## src/rtl/fetch_hazard_ctrl.sv

```systemverilog
// rtl/fetch_hazard_ctrl.sv - front-end stall/flush sequencing with instruction fetch wait-state FSM
module fetch_hazard_ctrl #(
    parameter int MAX_WAIT = 16,
    parameter int CNT_W    = 16
) (
    input  logic             clk,
    input  logic             rst_n,
    input  logic             i_hready,
    input  logic             i_hresp,
    input  logic             d_hready,
    input  logic             lw_hazard_d,
    input  logic             branch_taken_d,
    input  logic             clr_cnt,
    output logic [1:0]       i_htrans,
    output logic             pc_en,
    output logic             fd_en,
    output logic             fd_clr,
    output logic             de_clr,
    output logic             fetch_err,
    output logic [CNT_W-1:0] stall_cnt,
    output logic [CNT_W-1:0] flush_cnt
);

    localparam int WC_W = $clog2(MAX_WAIT) + 1;
    localparam logic [WC_W-1:0]  WC_LAST = WC_W'(MAX_WAIT - 1);
    localparam logic [CNT_W-1:0] CNT_MAX = '1;

    typedef enum logic [1:0] {
        S_IDLE,
        S_RUN,
        S_WAIT,
        S_ERROR
    } state_t;

    state_t          state, state_nxt;
    logic [WC_W-1:0] wait_cnt, wait_cnt_nxt;
    logic            stall_inc;
    logic            flush_inc;

    always_ff @(posedge clk or negedge rst_n) begin
        if (!rst_n) begin
            state    <= S_IDLE;
            wait_cnt <= '0;
        end else begin
            state    <= state_nxt;
            wait_cnt <= wait_cnt_nxt;
        end
    end

    always_comb begin
        state_nxt    = state;
        wait_cnt_nxt = wait_cnt;
        i_htrans     = 2'b00;
        pc_en        = 1'b0;
        fd_en        = 1'b0;
        fd_clr       = 1'b1;
        de_clr       = 1'b1;
        fetch_err    = 1'b0;
        stall_inc    = 1'b0;
        flush_inc    = 1'b0;
        case (state)
            S_IDLE: begin
                state_nxt = S_RUN;
            end
            S_RUN, S_WAIT: begin
                i_htrans = 2'b10;
                fd_clr   = 1'b0;
                de_clr   = 1'b0;
                // Any bus wait freezes the whole pipe; the held branch is taken on release.
                if (!i_hready || !d_hready) begin
                    pc_en = 1'b0;
                end else if (lw_hazard_d) begin
                    de_clr = 1'b1;
                end else if (branch_taken_d) begin
                    pc_en     = 1'b1;
                    fd_en     = 1'b1;
                    fd_clr    = 1'b1;
                    flush_inc = 1'b1;
                end else begin
                    pc_en = 1'b1;
                    fd_en = 1'b1;
                end
                stall_inc = !pc_en;

                if (i_hresp) begin
                    state_nxt = S_ERROR;
                end else if (state == S_RUN) begin
                    if (!i_hready) begin
                        state_nxt    = S_WAIT;
                        wait_cnt_nxt = WC_W'(1);
                    end
                end else if (i_hready) begin
                    state_nxt = S_RUN;
                end else if (wait_cnt == WC_LAST) begin
                    state_nxt = S_ERROR;
                end else begin
                    wait_cnt_nxt = wait_cnt + 1'b1;
                end
            end
            S_ERROR: begin
                de_clr    = 1'b0;
                fetch_err = 1'b1;
            end
            default: begin
                state_nxt = S_IDLE;
            end
        endcase
    end

    always_ff @(posedge clk or negedge rst_n) begin
        if (!rst_n) begin
            stall_cnt <= '0;
            flush_cnt <= '0;
        end else if (clr_cnt) begin
            stall_cnt <= '0;
            flush_cnt <= '0;
        end else begin
            if (stall_inc && stall_cnt != CNT_MAX) begin
                stall_cnt <= stall_cnt + 1'b1;
            end
            if (flush_inc && flush_cnt != CNT_MAX) begin
                flush_cnt <= flush_cnt + 1'b1;
            end
        end
    end

endmodule

```

## config.mk

```make
export PLATFORM = sky130hd
export DESIGN_NAME = fetch_hazard_ctrl
export DESIGN_NICKNAME = d
export VERILOG_FILES = /design/src/rtl/fetch_hazard_ctrl.sv
export SDC_FILE = /design/constraint.sdc
export NUM_CORES = 1
export LEC_CHECK = 0
export BUFFER_PORTS_ARGS = -buffer_cell sky130_fd_sc_hd__buf_2
export CAP_MARGIN = 20
export CORE_MARGIN = 3
export CORE_UTILIZATION = 52
export CTS_CLUSTER_SIZE = 12
export DETAILED_ROUTE_END_ITERATION = 6
export GPL_ROUTABILITY_DRIVEN = 1
export HOLD_SLACK_MARGIN = 0.02
export PLACE_DENSITY = 0.76
export SLEW_MARGIN = 20
export SYNTH_ARGS = -nofsm -noshare
export SYNTH_HDL_FRONTEND = slang
export SYNTH_SLANG_ARGS = --single-unit
```

## constraint.sdc

```tcl
create_clock -name clk -period 5 [get_ports clk]
set_clock_uncertainty 0.1 [all_clocks]
set_input_delay 0.75 -clock clk [delete_from_list [all_inputs] [get_ports clk]]
set_output_delay 0.75 -clock clk [all_outputs]
set_load 0.02 [all_outputs]
```

# Yosys cells after proc, flatten, opt, wreduce, memory -nomap -nowiden
# Index checks and enable logic that the tools add are counted.
totals:
  register_bits: 39
  in_bits: 8
  output_inout_bits: 39
  word_cells: 61
classes:
  add_sub_neg: 3
  n_eq_ne: 9
  mux: 30
  n_bitwise: 2
  n_reduce_logical: 13
op_table:
  columns: ["operator", "n"]
  rows:
  - ["$mux W16", 4]
  - ["$add A16 B1 Y16 const B", 2]
  - ["$ne A16 B16 Y1 const B", 2]
  - ["$mux W5", 4]
  - ["$mux W1", 14]
  - ["$mux W2", 6]
  - ["$reduce_bool A2 Y1", 3]
  - ["$add A5 B1 Y5 const B", 1]
  - ["$eq A5 B4 Y1 const B", 1]
  - ["$ne A5 B5 Y1 const B", 1]
  - ["$eq A2 B2 Y1 const B", 2]
  - ["$ne A4 B4 Y1 const B", 1]
  - ["$pmux W2 S2", 1]
  - ["$reduce_and A4 Y1", 1]
  - ["$logic_not A1 Y1", 3]
  - ["$reduce_and A3 Y1", 1]
  - ["$eq A2 B1 Y1 const B", 1]
  - ["$logic_and A1 B1 Y1", 2]
  - ["$logic_not A2 Y1", 1]
  - ["$ne A2 B2 Y1 const B", 1]
  - ["$not A1 Y1", 2]
  - ["$pmux W1 S2", 1]
  - ["$reduce_or A2 Y1", 1]
  - ["$logic_or A1 B1 Y1", 1]

# Logic depth before layout (Yosys ltp)
logic_depth:
  word_depth: 9
  mapped_depth: 8
  ltp_nobuf: 7

# Worst setup path before layout
# OpenSTA, ideal clock, no wires.
synth_timing:
  path_type: "register -> output"
  start: "register state[0]"
  end: "output port de_clr"
  arrival_ps: 1527
  required_ps: 4150
  setup_slack_ps: 2623
  stages_incl_launch_ff: 5
  n_path_buf: 0
  path_cell_list: "dfrtp_1 -> inv_1 -> ha_1 -> inv_1 -> o21ai_0"
synth_between:
  elab_chain_len: 3
  elab_cells_between_ends: 5
  classes_between: "eq/ne: 3; mux: 1; reduce/logical: 1"
synth_lines:
  columns: ["item", "line_no", "text"]
  rows:
  - ["from (decl)", "35", "state_t state, state_nxt;"]
  - ["from (signal assigned)", "45", "state <= state_nxt;"]
  - ["$eq A2 B1 Y1 / $eq A2 B2 Y1 (equally long branches)", "61", "case (state)"]
  - ["$reduce_or A2 Y1", "61", null]
  - ["$pmux W1 S2 (*)", "61", null]
  - ["to (decl)", "18", "output logic de_clr,"]
# Every way passes the cells marked *; elsewhere a longest branch is shown, timed or not.

# Final worst setup path
layout_timing:
  start: "register state[0]"
  end: "output port fd_clr"
layout_between:
  elab_chain_len: 3
  elab_cells_between_ends: 4
  classes_between: "eq/ne: 2; mux: 1; reduce/logical: 1"
layout_lines:
  columns: ["item", "line_no", "text"]
  rows:
  - ["$eq A2 B1 Y1 / $eq A2 B2 Y1 (equally long branches)", "61", null]
  - ["$reduce_or A2 Y1 (*)", "61", null]
  - ["$mux W1 (*)", "61", null]
  - ["to (decl)", "17", "output logic fd_clr,"]
# Marks and branches as above.

==> impl_metrics.yaml <==
routing:
  drt_iter0_markers: 75
  via_per_inst: 5.95
  remaining_drc_errors: 0
  vias: 2071
  wirelength_um: 5170
  wl_per_cell_um: 14.8
  first_pass_iters: 4
  ant_nets: 0
finish:
  final_layout_size_suffix_gt1_share_pct: 22.6
  area_growth_pct: 12.4
  diodes: 0
  fin_cells: 348
  finalNetCount: 312
  fillers: 390
clocking:
  cts_sinks: 39
  cts_setup_buffers: 0
  insertion_delay_ns: 0.29
  postCtsHoldBufs: 0
  numCtsBuffers: 5
  tritoncts: "yes"
  ctsRootBufferMaster: "clkbuf_8"
  clock_tree.buffer_depth: 2
  clock_tree.htree_level_count: 2
  clkTransAtPathRegs_ns: 0.07
  cts_resized: 0
logic_synthesis:
  synth_flop_cell: "dfrtp_1"
  syn-instance-count: 254
  synth_seq_cells: 39
  synth-simple-area-share_pct: 27.3
  synth_xor_area_share_pct: 0.358
  synth.most_common_cell: "dfrtp_1"
  synth_top_area_share_pct: 39.9
  synthTopCellsByArea: "dfrtp_1, a21oi_1, ha_1, or4_1, o31ai_1"
  ys_types: 49
  yosys_warnings: 0
  syn_nets: 271
  synth_fa_ha_area_share_pct: 4.61
  synth_edf_count: 0
  synthTopCellsByCount: "dfrtp_1, a21oi_1, nand2_1"
  postSynth.asyncResetShare_pct: 100
  synth.mux.area_fraction_pct: 7.17
  synth_top_family_by_area: "simple AND/OR/NAND/NOR gates"
  yosysTopAreaCell: "dfrtp_1"
  syn_area_per_cell_um2: 9.62
  yosysSeqAreaShare_pct: 39.9
  netlist_area_um2: 2440
  synth_compound_area_share_pct: 14.5
die:
  die_x_um: 74.6
  initial_core_util_pct: 55.0
  core_region_area_um2: 4440
  io_pins: 47
  die_area_um2: 5560
  rows: 24
  dieHeight_um: 74.6
sta:
  report.final.slew_viol_count: 0
  setup_violations: 0
  slew_headroom_pct: 41.8
  setup_ws_ns: 2.36
  fmax_mhz: 379
  timing.final.crit_share_pct: 52.7
  timing.final.crit_period_ns: 2.64
  worst_pin_slew_ns: 0.873
  rsz0062_at_grt: "false"
  hold_viol_final: 0
  tns_ns: 0
global_routing:
  grt_pass1_vias: 1877
  track_usage_pct: 19.6
  antenna_found_initial: 0
  grt_first_pass_wirelength_um: 8460
  grt_max_degree: 45
  grt_overflow_total: 0
worst_setup_path:
  worstPathRequired_ns: 4.15
  endpoint_kind: "primary output"
  crit_fanout: 7
  r2r-start: "state[0]"
  rr_endpoint: "flush_cnt[4]"
  arrival_ns: 1.79
  rr_worst_depth: 6
  worst-setup-path-type: "reg -> out"
  startpoint_type: "register"
  regToRegSetupSlack_ns: 2.48
  endpoint: "fd_clr"
  crit_start: "state[0]"
place:
  hpwlAfterDp_um: 3680
  gp_congestion: 0.923
  dpl_worst_slack_ns: 2.48
  placed_cells: 340
  numPortBuffers: 45
flow_run:
  cap_violations: 0
run_status:
  status: "complete, no violations"
power_and_ir_drop:
  pwr_density_cell_nw_per_um2: 319
  peakVddDrop_v: 0.000174
  leakage_nw: 1.25
hold_path:
  hp-class: "reg -> reg"
## layer usage
metal  part of all wire (%)  vias up  global-route usage (%)
met3                    4.0       10                    4.19
met2                     48       46                    32.5
li1                       -     1033                       -
met1                     46      982                    24.9
met4                    2.0        0                    7.51
met5                      0        -                       0
## cell usage in the layout, fill, tap and decap left out, drive strengths merged, types with 2 or more instances in the layout
master	n
nor4	6
nor2b	11
ha	9
and4	6
and4bb	2
or3	6
nand2b	2
nor3	3
a211oi	4
nand2	18
mux2i	4
nand4	8
clkbuf	8
o21ai	7
nor4b	2
a21oi	23
nor2	14
mux2	12
o31ai	12
a22o	3
and3	5
o41ai	2
buf	46
inv	12
dfrtp	39
or4	13
nand3	9
## critical path, cell delays in order (launching register included)
cell and delay (ns):
dfrtp_1 0.43, inv_1 0.08, ha_1 0.40, inv_1 0.14, nand2_1 0.14, o21a_1 0.14
buf_2 0.16
## logic make-up after synthesis
kind of cell / after synthesis
AO/OA/AOI/OAI: 56
XOR/XNOR: 1
adder cells (fa/ha/maj): 9
buffers and inverters: 24
flip-flops: 39
multiplexers: 16
other: 1
AND/OR/NAND/NOR: 108
## sequential cells by signal, summed over array words and instances, names as in the netlist
signal,flops
flush_cnt,16
stall_cnt,16
state,2
wait_cnt,5
## worst min-delay path by stage
stage               slack, ns            to  cells after the start         from
floorplan                0.35  flush_cnt[0]                      0        rst_n
global placement         0.39   wait_cnt[2]                      1  wait_cnt[2]
detailed placement       0.40   wait_cnt[2]                      1  wait_cnt[2]
CTS                      0.41   wait_cnt[2]                      1  wait_cnt[2]
global route             0.43   wait_cnt[2]                      1  wait_cnt[2]
finish                   0.40   wait_cnt[2]                      1  wait_cnt[2]
## through the flow
step | hold WS (ns) | area [um2] | power (mW) | utilization [%]
after floorplan | 0.354 | 2440 | 0.574 | -
after global placement | 0.386 | 2650 | 0.644 | 59.5
after detailed placement | 0.397 | 2650 | 0.650 | 59.5
after CTS | 0.407 | 2750 | 0.887 | 61.8
after global routing | 0.428 | 2750 | 0.933 | 61.8
final | 0.404 | 2750 | 0.876 | 61.8
## layout make-up
class                   instances  area [um2]  share of cell area (%)
clock buffers                   8         100                    3.64
inverters                      12        45.0                    1.64
multi-input cells             191        1330                    48.3
flip-flops and latches         39         976                    35.5
well taps                      52        65.1                    2.37
repair buffers                 46         233                    8.47
## where the power goes
part / internal, mW / switching (mW) / leakage [nW] / total [mW]
logic: 0.104 / 0.164 / 0.663 / 0.267
clock network: 0.126 / 0.109 / 0.0515 / 0.235
registers: 0.342 / 0.0317 / 0.533 / 0.374
total: 0.572 / 0.304 / 1.25 / 0.876
(Power assumes the default switching activity.)
